**src/rtl/time_knob_decoder.sv**
```systemverilog
// Rotary encoder front end for the delay-time control: synchronises and debounces A/B/SW,
// decodes detented quadrature into a saturating 4-bit position and its Gray-coded time select.
module time_knob_decoder #(
  parameter int          DEB_CYCLES    = 50000,
  parameter int          STEPS_PER_DET = 4,
  parameter logic [3:0]  POS_RESET     = 4'd0
) (
  input  logic       clk,
  input  logic       rst,
  input  logic       enc_a,
  input  logic       enc_b,
  input  logic       enc_sw,
  output logic [3:0] pos,
  output logic [3:0] time_gray,
  output logic       changed
);

  localparam int CW = $clog2(DEB_CYCLES);
  localparam logic [CW-1:0]    CNT_LAST = CW'(DEB_CYCLES - 1);
  localparam logic signed [3:0] SUB_MAX = 4'(STEPS_PER_DET - 1);
  localparam logic signed [3:0] SUB_MIN = -SUB_MAX;

  // State encoding follows the CW order so a +1 index difference is a CW transition.
  typedef enum logic [1:0] {
    Q11 = 2'd0,
    Q10 = 2'd1,
    Q00 = 2'd2,
    Q01 = 2'd3
  } q_state_t;

  logic [2:0]        pins;
  logic [2:0]        sync1;
  logic [2:0]        sync2;
  logic [2:0]        deb;
  logic [CW-1:0]     cnt [3];
  logic              sw_prev;
  logic              press;
  q_state_t          state;
  q_state_t          state_next;
  q_state_t          cur;
  logic [1:0]        diff;
  logic signed [3:0] sub;
  logic signed [3:0] sub_next;
  logic              step_up;
  logic              step_dn;
  logic [3:0]        pos_next;
  logic              changed_next;

  function automatic q_state_t to_state(input logic [1:0] ab);
    case (ab)
      2'b11:   return Q11;
      2'b10:   return Q10;
      2'b00:   return Q00;
      default: return Q01;
    endcase
  endfunction

  function automatic logic [3:0] gray(input logic [3:0] v);
    return v ^ (v >> 1);
  endfunction

  assign pins  = {enc_a, enc_b, enc_sw};
  assign press = sw_prev & ~deb[0];

  always_ff @(posedge clk) begin
    if (rst) begin
      sync1   <= '1;
      sync2   <= '1;
      deb     <= '1;
      sw_prev <= 1'b1;
      for (int i = 0; i < 3; i++) cnt[i] <= '0;
    end else begin
      sync1   <= pins;
      sync2   <= sync1;
      sw_prev <= deb[0];
      for (int i = 0; i < 3; i++) begin
        if (sync2[i] != deb[i]) begin
          if (cnt[i] == CNT_LAST) begin
            deb[i] <= sync2[i];
            cnt[i] <= '0;
          end else begin
            cnt[i] <= cnt[i] + 1'b1;
          end
        end else begin
          cnt[i] <= '0;
        end
      end
    end
  end

  always_ff @(posedge clk) begin
    if (rst) begin
      state     <= Q11;
      sub       <= '0;
      pos       <= POS_RESET;
      time_gray <= gray(POS_RESET);
      changed   <= 1'b0;
    end else begin
      state     <= state_next;
      sub       <= sub_next;
      pos       <= pos_next;
      time_gray <= gray(pos_next);
      changed   <= changed_next;
    end
  end

  // The state always follows the debounced pair; only the sub-count cares whether the move was legal.
  always_comb begin
    cur          = to_state({deb[2], deb[1]});
    diff         = 2'(cur) - 2'(state);
    state_next   = cur;
    sub_next     = sub;
    step_up      = 1'b0;
    step_dn      = 1'b0;
    pos_next     = pos;
    changed_next = 1'b0;

    case (diff)
      2'd1: begin
        if (sub == SUB_MAX) begin
          step_up  = 1'b1;
          sub_next = '0;
        end else begin
          sub_next = sub + 4'sd1;
        end
      end
      2'd3: begin
        if (sub == SUB_MIN) begin
          step_dn  = 1'b1;
          sub_next = '0;
        end else begin
          sub_next = sub - 4'sd1;
        end
      end
      2'd2:    sub_next = '0;
      default: ;
    endcase

    if (press) begin
      sub_next     = '0;
      pos_next     = POS_RESET;
      changed_next = (pos != POS_RESET);
    end else if (step_up && pos != 4'd15) begin
      pos_next     = pos + 4'd1;
      changed_next = 1'b1;
    end else if (step_dn && pos != 4'd0) begin
      pos_next     = pos - 4'd1;
      changed_next = 1'b1;
    end
  end

endmodule

```
**config.mk**
```make
export PLATFORM = sky130hd
export DESIGN_NAME = time_knob_decoder
export DESIGN_NICKNAME = d
export VERILOG_FILES = /design/src/rtl/time_knob_decoder.sv
export SDC_FILE = /design/constraint.sdc
export NUM_CORES = 1
export LEC_CHECK = 0
export BUFFER_PORTS_ARGS = -buffer_cell sky130_fd_sc_hd__buf_2
export CORE_UTILIZATION = 49
export CTS_CLUSTER_DIAMETER = 40
export DETAILED_ROUTE_END_ITERATION = 7
export GPL_TIMING_DRIVEN = 0
export MAX_ROUTING_LAYER = met4
export PLACE_DENSITY = 0.68
export SYNTH_ARGS = -nofsm -noshare
export SYNTH_HDL_FRONTEND = slang
export SYNTH_SLANG_ARGS = --single-unit
```
**constraint.sdc**
```tcl
create_clock -name clk -period 2.15 [get_ports clk]
set_clock_uncertainty 0.05 [all_clocks]
set_input_delay 0.3225 -clock clk [delete_from_list [all_inputs] [get_ports clk]]
set_output_delay 0.3225 -clock clk [all_outputs]
set_load 0.02 [all_outputs]
```
==> metrics, run 1 <==
status finished, violations left; failing checks setup timing; VDD IR max 425.9 µV; CP arrival 2.40 ns; Top Family by Delay on Critical Path XOR/XNOR gates; HP Class primary input to flip-flop; worst-case clock buffer depth 2; WL final 6.463 mm; number of flops mapped to enable cells by yosys 48; iteration count of the initial detailed-routing pass 4; first-pass GRT wire length 11.01 mm; fmax 0.4466 GHz; CP Launch Type flip-flop; final worst path period share 1.041; clock transition at the registers of the reported paths 0.08 ns; Die Height 89.67 µm; worst slack at placement -0.1835 ns; Final #Nets 469; post-layout util 0.6233; CP max FO 5; top_reg_cell synth edfxtp_1; Cell Int Power 2238 µW; Rows 31; Total Neg Setup Slack -0.2203 ns; clock power share 0.417; crit end category flip-flop; largest net degree at the start of global routing 13; worst-path cell chain inv_2 > ha_4 > inv_4 > ha_4 > xnor2_2 > xnor2_1 > buf_4 > buf_6 > nand4_1 > a21oi_4 > a211oi_4 > xor2_1 > nor2_1; switching share of total power 0.2121; combinational power share 0.033; antenna cells 0; max cap viols 0; Finished Layout Cells 557; Psw 602.6 µW; All-Layer GR Usage 0.1848; initial antenna violation count 0; Period minus WS final 2.239 ns; CTS Hold Bufs 0; H-tree depth 3; Flop pwr share 0.549; CTS root buffer clkbuf_8; ANT nets after route 0; worst path required time 2.31 ns; yosys warns 0; worst skew pair latency 0.34 ns; WL/cell 11.60 µm; Final setup viols 4; Final Hold Viols 0; DP HPWL 4.533 mm; synthesized instance count 373; dpl cells 532; CP max-delay cell dfxtp_2; synthesized flop and latch total 72; grt total ovfl 0; total power per unit cell area 621.7 nW/µm²; core area 7331 µm²; post-synthesis cell type count 46; drt drc 0; Initial Utilization 0.5137; Buffers on Ports 13; Clock Sinks 72; ys async rst share 0; Layout fillers 625; total CTS buffers 9; die area 8041 µm²; P&R area growth vs syn 21.33%; setup repair after global routing missed its margin true; Final Max Slew Viols 0; slowest stage delay, CP 0.34 ns; via count 2,704; Netlist Area Pre-Place 3766 µm²; synthesized area per cell 10.10 µm²; vias per std cell 4.855; Most common cell on crit path ha_4; Placer Congestion 0.8199; Leak 0.001746 µW; number of global-route vias before repair 2,589; worst path bufs/invs 4; sequential element share of the synthesized area 0.5103; I/O Pins 14; critical path class flip-flop to flip-flop; Die X 89.67 µm; drt initial violations 72; CTS tree built; setup ws final -0.08913 ns; share of cells above drive strength 1 0.1790
==> metrics by stage <==
stage / hold slack, ns / power (µW) / area, µm²
floorplan: 0.3395 / 1655 / 4004
global placement: 0.3455 / 1679 / 4193
detailed placement: 0.3475 / 1683 / 4193
CTS: 0.1066 / 2867 / 4522
global route: 0.1178 / 2951 / 4569
finish: 0.1232 / 2841 / 4569
==> metal layers <==
layer | vias up | wire length [µm] | share of wire | track usage
met5 | - | 0 | 0 | -
met4 | 0 | 121 | 0.019 | 0.07648
met3 | 13 | 102 | 0.016 | 0.03291
met2 | 21 | 3136 | 0.49 | 0.3058
met1 | 1276 | 3102 | 0.48 | 0.2231
li1 | 1394 | - | - | -
==> layout by cell type (no fill, tap or decap), types with 3 or more instances in the layout <==
| cell | synthesis | final |
|---|---|---|
| a21oi_1 | 4 | 3 |
| and3_1 | 13 | 13 |
| buf_2 | 3 | 13 |
| buf_4 | 3 | 15 |
| buf_6 | 2 | 3 |
| clkbuf_8 | 0 | 10 |
| clkinv_2 | 0 | 3 |
| conb_1 | 1 | 48 |
| dfxtp_1 | 24 | 22 |
| edfxtp_1 | 48 | 48 |
| ha_1 | 11 | 9 |
| inv_1 | 12 | 9 |
| mux2i_1 | 4 | 4 |
| nand2_1 | 27 | 26 |
| nand3_1 | 20 | 19 |
| nand4_1 | 8 | 8 |
| nand4b_1 | 3 | 3 |
| nor2_1 | 75 | 75 |
| nor2b_1 | 3 | 3 |
| nor3_1 | 5 | 5 |
| o21ai_0 | 6 | 4 |
| or2_2 | 8 | 7 |
| or3_1 | 6 | 4 |
| xnor2_1 | 28 | 27 |
| xor2_1 | 25 | 25 |
==> kinds of logic after synthesis <==
family	synth area share
compound gates	0.03688
xor+xnor	0.1233
fa+ha+maj	0.03654
buf+inv	0.03588
flops	0.5103
mux	0.01063
other cells	0.0009957
simple gates	0.2455
==> cell usage after synthesis, drive strengths merged, types with 2 or more instances <==
master,number,area [µm²]
a211oi,2,25.02
a21oi,4,20.02
a311oi,2,17.52
a31oi,2,12.51
and3,13,81.33
and4,2,17.52
buf,9,75.06
clkbuf,4,15.01
dfxtp,24,480.5
edfxtp,48,1441
ha,11,137.6
inv,12,45.04
mux2i,4,40.04
nand2,27,101.4
nand2b,3,18.77
nand3,20,100.1
nand4,8,50.05
nand4b,3,26.28
nor2,76,287.8
nor2b,3,18.77
nor3,7,51.30
nor4,3,25.02
o211ai,2,15.01
o21ai,7,35.03
or2,8,50.05
or3,6,37.54
xnor2,28,245.2
xor2,25,219.0
==> timing repair <==
action | CTS | global route
setup endpoints to repair | 30 | 33
setup buffers | 8 | 2
gates resized for setup | 13 | 10
cloned | 1 | 0
pin swaps | 13 | 8
==> final cells by class <==
cell class                      instances  area (µm²)  share of cell area
Buffer                                 11       87.58             0.01917
Clock buffer                           10       137.6             0.03012
Clock inverter                          6       82.58             0.01807
Inverter                               12       47.55             0.01041
Multi-Input combinational cell        323        2014              0.4409
Sequential cell                        72        1924              0.4211
Tap cell                               99       123.9             0.02711
Timing Repair Buffer                   24       151.4             0.03313
==> path summary, 6_finish.rpt <==
path | startpoint | endpoint | slack [ns] | depth (start not counted)
setup / recovery | deb[1] | time_gray[1] | -0.09 | 13
hold / removal | enc_a | sync1[2] | 0.12 | 2
setup reg to reg | deb[1] | time_gray[1] | -0.09 | 13
hold reg to reg | sync1[0] | sync2[0] | 0.36 | 1
==> flip-flops by register name, summed over array words and instances (netlist names) <==
| signal | count |
|---|---|
| sub | 4 |
| time_gray | 3 |
| deb | 3 |
| sync2 | 3 |
| pos | 4 |
| changed | 1 |
| state | 2 |
| sw_prev | 1 |
| cnt | 48 |
| sync1 | 3 |
==> power by group through the flow <==
stage	logic, µW	clock network, µW	registers [µW]
detailed placement	91.8	0	1590
global route	112	1270	1570
global placement	90.1	0	1590
floorplan	75.3	0	1580
CTS	93.5	1210	1560
finish	95.1	1190	1560
(Power assumes the default switching activity.)
==> run 2: changes to the inputs <==
Settings changed: ABC_AREA set to 1.
==> metrics, run 2 <==
Die X 92.30 µm; Psw 604.0 µW; reg2reg start deb[2]; max cap viols 0; I/O Pins 14; Final setup viols 0; number of flops mapped to enable cells by yosys 48; die area 8518 µm²; Leak 0.002079 µW; drt drc 0; Max-Slew Margin vs Limit 0.6459; HP Class primary input to flip-flop; RR Endpoint time_gray[2]; Placer Congestion 0.8263; yosys warns 0; Rows 32; cell taking the most area after synthesis edfxtp_1; H-tree depth 3; CP Launch Type flip-flop; synthesized instance count 462; placed cell area 4364 µm²; Period minus WS final 2.004 ns; post-synthesis cell type count 41; worst path required time 2.34 ns; iteration count of the initial detailed-routing pass 4; via count 3,019; WL final 6.798 mm; r2r setup slk 0.15 ns; CTS tree built; CTS root buffer clkbuf_8; combinational power share 0.036; antenna cells 0; Final Hold Viols 0; met1 global-route usage 0.2113; P&R area growth vs syn 16.35%; CTS Hold Bufs 0; first-pass GRT wire length 11.72 mm; Final #Nets 550; most area-consuming cells after synthesis edfxtp_1 36%, dfxtp_1 12%, nand2_1 7.0%, inv_1 6.9%, nor2_1 5.3%; post-layout instance area 4648 µm²; WL/cell 10.61 µm; Die Height 92.30 µm; top flop regs cnt: 48 flops, pos: 4 flops, sub: 4 flops; hold path start enc_b; commonest non-fill, non-tap cells in the layout 73 x nand2_1, 71 x inv_1, 53 x nor2_1; VDD IR max 393.9 µV; ys async rst share 0; number of global-route vias before repair 2,879; largest net degree at the start of global routing 13; met3 Use GR 0.02874; All-Layer GR Usage 0.1762; total CTS buffers 9; register area 1924 µm²; top-area cell type share of the netlist area 0.3608; fmax 0.4991 GHz; Clock Sinks 72; grt total ovfl 0; top_reg_cell synth edfxtp_1; drt initial violations 116; sequential element share of the synthesized area 0.4811; Multi-input gate area 1993 µm²; Initial Utilization 0.5117; Total Neg Setup Slack 0 ns; core area 7807 µm²; critical path class flip-flop to flip-flop; CP max FO 7; DP HPWL 5.027 mm; CP arrival 2.19 ns; leading cell type by number of instances after synthesis nand2_1; commonest non-fill, non-tap cell in the layout nand2_1; vias per std cell 4.710; Layout fillers 733; max FFs per register 48; Buffers on Ports 13; Final Max Slew Viols 0; clock transition at the registers of the reported paths 0.08 ns; busiest grt layer met2; WHS Endpoint sync1[1]; share of cells above drive strength 1 0.1596; switching share of total power 0.2131; synthesized flop and latch total 72; Netlist Area Pre-Place 3995 µm²; Reg with most FFs cnt; initial antenna violation count 0; worst-case clock buffer depth 2; crit end category flip-flop; WHS Path Cells 2; clock power share 0.416; FF-to-FF path depth 15; final worst path period share 0.9320; most frequent cells after synthesis 75 x nand2_1, 73 x inv_1, 56 x nor2_1; Flop pwr share 0.548; total power per unit cell area 609.8 nW/µm²; synthesized area per cell 8.647 µm²; status finished, final reports clean; worst skew pair latency 0.33 ns; Cell Int Power 2231 µW; worst-margin pin slew 0.5291 ns; met2 usage 0.2966; ANT nets after route 0
==> run 2: how the worst max path moves through the flow <==
stage | from | endpoint | slack (ns) | cells past startpoint
after global routing | deb[1] | time_gray[2] | -0.03 | 15
after CTS | deb[1] | time_gray[2] | 0.003 | 15
final | deb[2] | time_gray[2] | 0.15 | 15
after detailed placement | deb[1] | time_gray[2] | 0.01 | 12
after floorplan | deb[1] | time_gray[2] | 0.21 | 15
after global placement | deb[1] | time_gray[1] | 0.03 | 12
==> run 2: kinds of logic after synthesis <==
kind of cell             share of synthesized area
buffers and inverters                      0.07767
AO/OA/AOI/OAI                              0.07611
XOR/XNOR                                   0.04385
other                                    0.0009387
AND/OR/NAND/NOR                             0.2859
adder cells (fa/ha/maj)                    0.03445
flip-flops                                  0.4811
==> run 2: critical path, cell delays in order, from the launching register on <==
cell and delay [ns]:
dfxtp_2 0.35, inv_1 0.06, ha_1 0.29, inv_2 0.08, ha_4 0.14, inv_2 0.04, nand2_2 0.07, nand3_4 0.11
nand2_8 0.13, nand4_4 0.15, nor2_2 0.15, nor2_1 0.06, nand3_1 0.09, nand2_1 0.06, nand2_1 0.05, inv_1 0.03
==> run 2: per-stage QoR <==
step | hold slack, ns | cells | utilization | setup WS [ns] | total power (µW)
floorplan | 0.3395 | 509 | - | 0.2136 | 1656
global placement | 0.3418 | 624 | 0.5590 | 0.02509 | 1682
detailed placement | 0.3436 | 624 | 0.5590 | 0.01465 | 1685
CTS | 0.1136 | 640 | 0.5888 | 0.002795 | 2865
global route | 0.1309 | 641 | 0.5954 | -0.02663 | 2934
finish | 0.1329 | 641 | 0.5954 | 0.1463 | 2835
==> run 2: what timing repair did <==
action,4_1_cts,5_1_grt
buffers inserted,0,1
resized for setup,3,12
endpoints found under the setup margin,1,8
pin swaps,1,7
==> run 2: layer usage <==
layer  vias up  wire length (µm)
met5         -                 0
met4         0                40
met3         2               103
met2        19              3311
met1      1379              3342
li1       1619                 -
==> run 2: cell type report <==
cell class / count / share of cell area
plain buffers: 5 / 0.006191
flip-flops and latches: 72 / 0.4140
clock buffers: 10 / 0.02961
multi-input cells: 357 / 0.4288
inverters: 75 / 0.06057
well taps: 102 / 0.02746
clock inverters: 6 / 0.01777
repair buffers: 14 / 0.01561
==> run 2: power groups by stage <==
stage                     Sequential, µW  Clock, µW  Combinational, µW
after floorplan                     1570          0               81.9
after global placement              1580          0               99.5
after detailed placement            1580          0                101
after CTS                           1550       1210                101
after global routing                1560       1250                122
final                               1550       1180                103
==> run 3: changes to the inputs <==
Settings changed: CELL_PAD_IN_SITES_DETAIL_PLACEMENT set to 1, CELL_PAD_IN_SITES_GLOBAL_PLACEMENT set to 1, CORE_UTILIZATION 49 to 43, PLACE_DENSITY 0.68 to not set, PLACE_DENSITY_LB_ADDON set to 0.1.
==> metrics, run 3 (synthesized netlist as in run 2, its figures left out) <==
core area 8848 µm²; Period minus WS final 2.065 ns; via count 3,190; WL final 8.400 mm; worst path required time 2.35 ns; Final Max Slew Viols 0; Placer Congestion 0.8336; worst-case clock buffer depth 2; total power per unit cell area 629.6 nW/µm²; CP arrival 2.26 ns; Rows 34; worst skew pair latency 0.35 ns; iteration count of the initial detailed-routing pass 6; DP HPWL 6.146 mm; fmax 0.4843 GHz; antenna cells 0; critical path class flip-flop to flip-flop; Finished Layout Cells 652; Leak 0.002092 µW; status finished, final reports clean; Initial Utilization 0.4515; crit end category flip-flop; CP max FO 6; drt drc 0; max cap viols 0; P&R area growth vs syn 18.20%; largest net degree at the start of global routing 13; FF-to-FF path depth 16; Clock Sinks 72; Die X 98.39 µm; vias per std cell 4.893; r2r setup slk 0.09 ns; ANT nets after route 0; Total Neg Setup Slack 0 ns; number of global-route vias before repair 3,269; initial antenna violation count 0; Final setup viols 0; All-Layer GR Usage 0.1870; grt total ovfl 0; CTS root buffer clkbuf_8; Final #Nets 555; VDD IR max 304.2 µV; worst setup path end time_gray[2]; WL/cell 12.88 µm; commonest non-fill, non-tap cells in the layout 74 x nand2_1, 70 x inv_1, 53 x nor2_1; drt initial violations 74; top flop regs cnt: 48 flops, pos: 4 flops, sub: 4 flops; max FFs per register 48; Die Height 98.39 µm; die area 9681 µm²; CTS Hold Bufs 0; Final Hold Viols 0; I/O Pins 14; Critical path origin deb[2]; RR Endpoint time_gray[2]; Reg with most FFs cnt; WHS 0.1179 ns; commonest non-fill, non-tap cell in the layout nand2_1; Max-Slew Margin vs Limit 0.5900; reg2reg start deb[2]; worst-margin pin slew 0.6127 ns; HP Class primary input to flip-flop; CTS tree built; dpl cells 630; Buffers on Ports 13; total CTS buffers 9; first-pass GRT wire length 14.06 mm; share of cells above drive strength 1 0.1728; H-tree depth 3; CP Launch Type flip-flop; final worst path period share 0.9604; clock transition at the registers of the reported paths 0.07 ns
## run 3: per-layer routing
metal / routed length [µm] / vias up / track usage
met4: 99 / 0 / 0.06659
li1: - / 1631 / -
met3: 203 / 13 / 0.03937
met1: 3789 / 1517 / 0.2154
met5: 0 / - / -
met2: 4307 / 29 / 0.3218
## run 3: power by group
| part | leakage [µW] | switching [µW] | internal [µW] |
|---|---|---|---|
| clock | 0.000120 | 514 | 797 |
| combinational | 0.00128 | 73.8 | 33.9 |
| sequential | 0.000689 | 36.5 | 1520 |
| total | 0.00209 | 625 | 2350 |
## run 3: repair_timing
item                                    4_1_cts  5_1_grt
buffers inserted                              3        3
pin swaps                                     3        8
gates cloned                                  0        0
endpoints found under the setup margin        3       11
hold endpoints to repair                      0        0
resized for setup                             6       10
## run 3: stage by stage
step | setup WS (ns) | power [µW] | area [µm²] | util
6_report | 0.08513 | 2973 | 4722 | 0.5337
5_1_grt | -0.06110 | 3078 | 4722 | 0.5337
2_1_floorplan | 0.2136 | 1656 | 4172 | -
3_3_place_gp | 0.01622 | 1685 | 4372 | 0.4941
3_5_place_dp | -0.06736 | 1691 | 4372 | 0.4941
4_1_cts | 0.0006015 | 3006 | 4652 | 0.5257
## run 3: area by class of cell
type                            instances  area [µm²]
Inverter                               75       285.3
Buffer                                  5       28.78
Tap cell                              108       135.1
Sequential cell                        72        1924
Timing Repair Buffer                   19       110.1
Clock inverter                          6       106.4
Multi-Input combinational cell        357        1994
Clock buffer                           10       137.6
Fill cell                            1094        4126
## run 3: worst min-delay path by stage
stage,start,end,slack [ns],cells past startpoint
final,enc_sw,sync1[0],0.12,2
after global routing,enc_sw,sync1[0],0.11,2
after CTS,enc_sw,sync1[0],0.11,2
after detailed placement,sync1[0],sync2[0],0.35,1
after global placement,sync1[2],sync2[2],0.34,1
after floorplan,sync1[0],sync2[0],0.34,1
## run 3: worst max-delay path, cell delays in order, from the launching register on
cell,delay (ns)
dfxtp_2,0.34
inv_1,0.08
ha_4,0.27
inv_2,0.04
ha_4,0.16
inv_2,0.06
nand2_1,0.06
nand3_2,0.11
nand2_4,0.10
nor2_4,0.16
nand3_2,0.09
nand3_2,0.09
nand2_2,0.08
nand2_2,0.09
nand2_1,0.07
nand2_1,0.06
inv_1,0.03
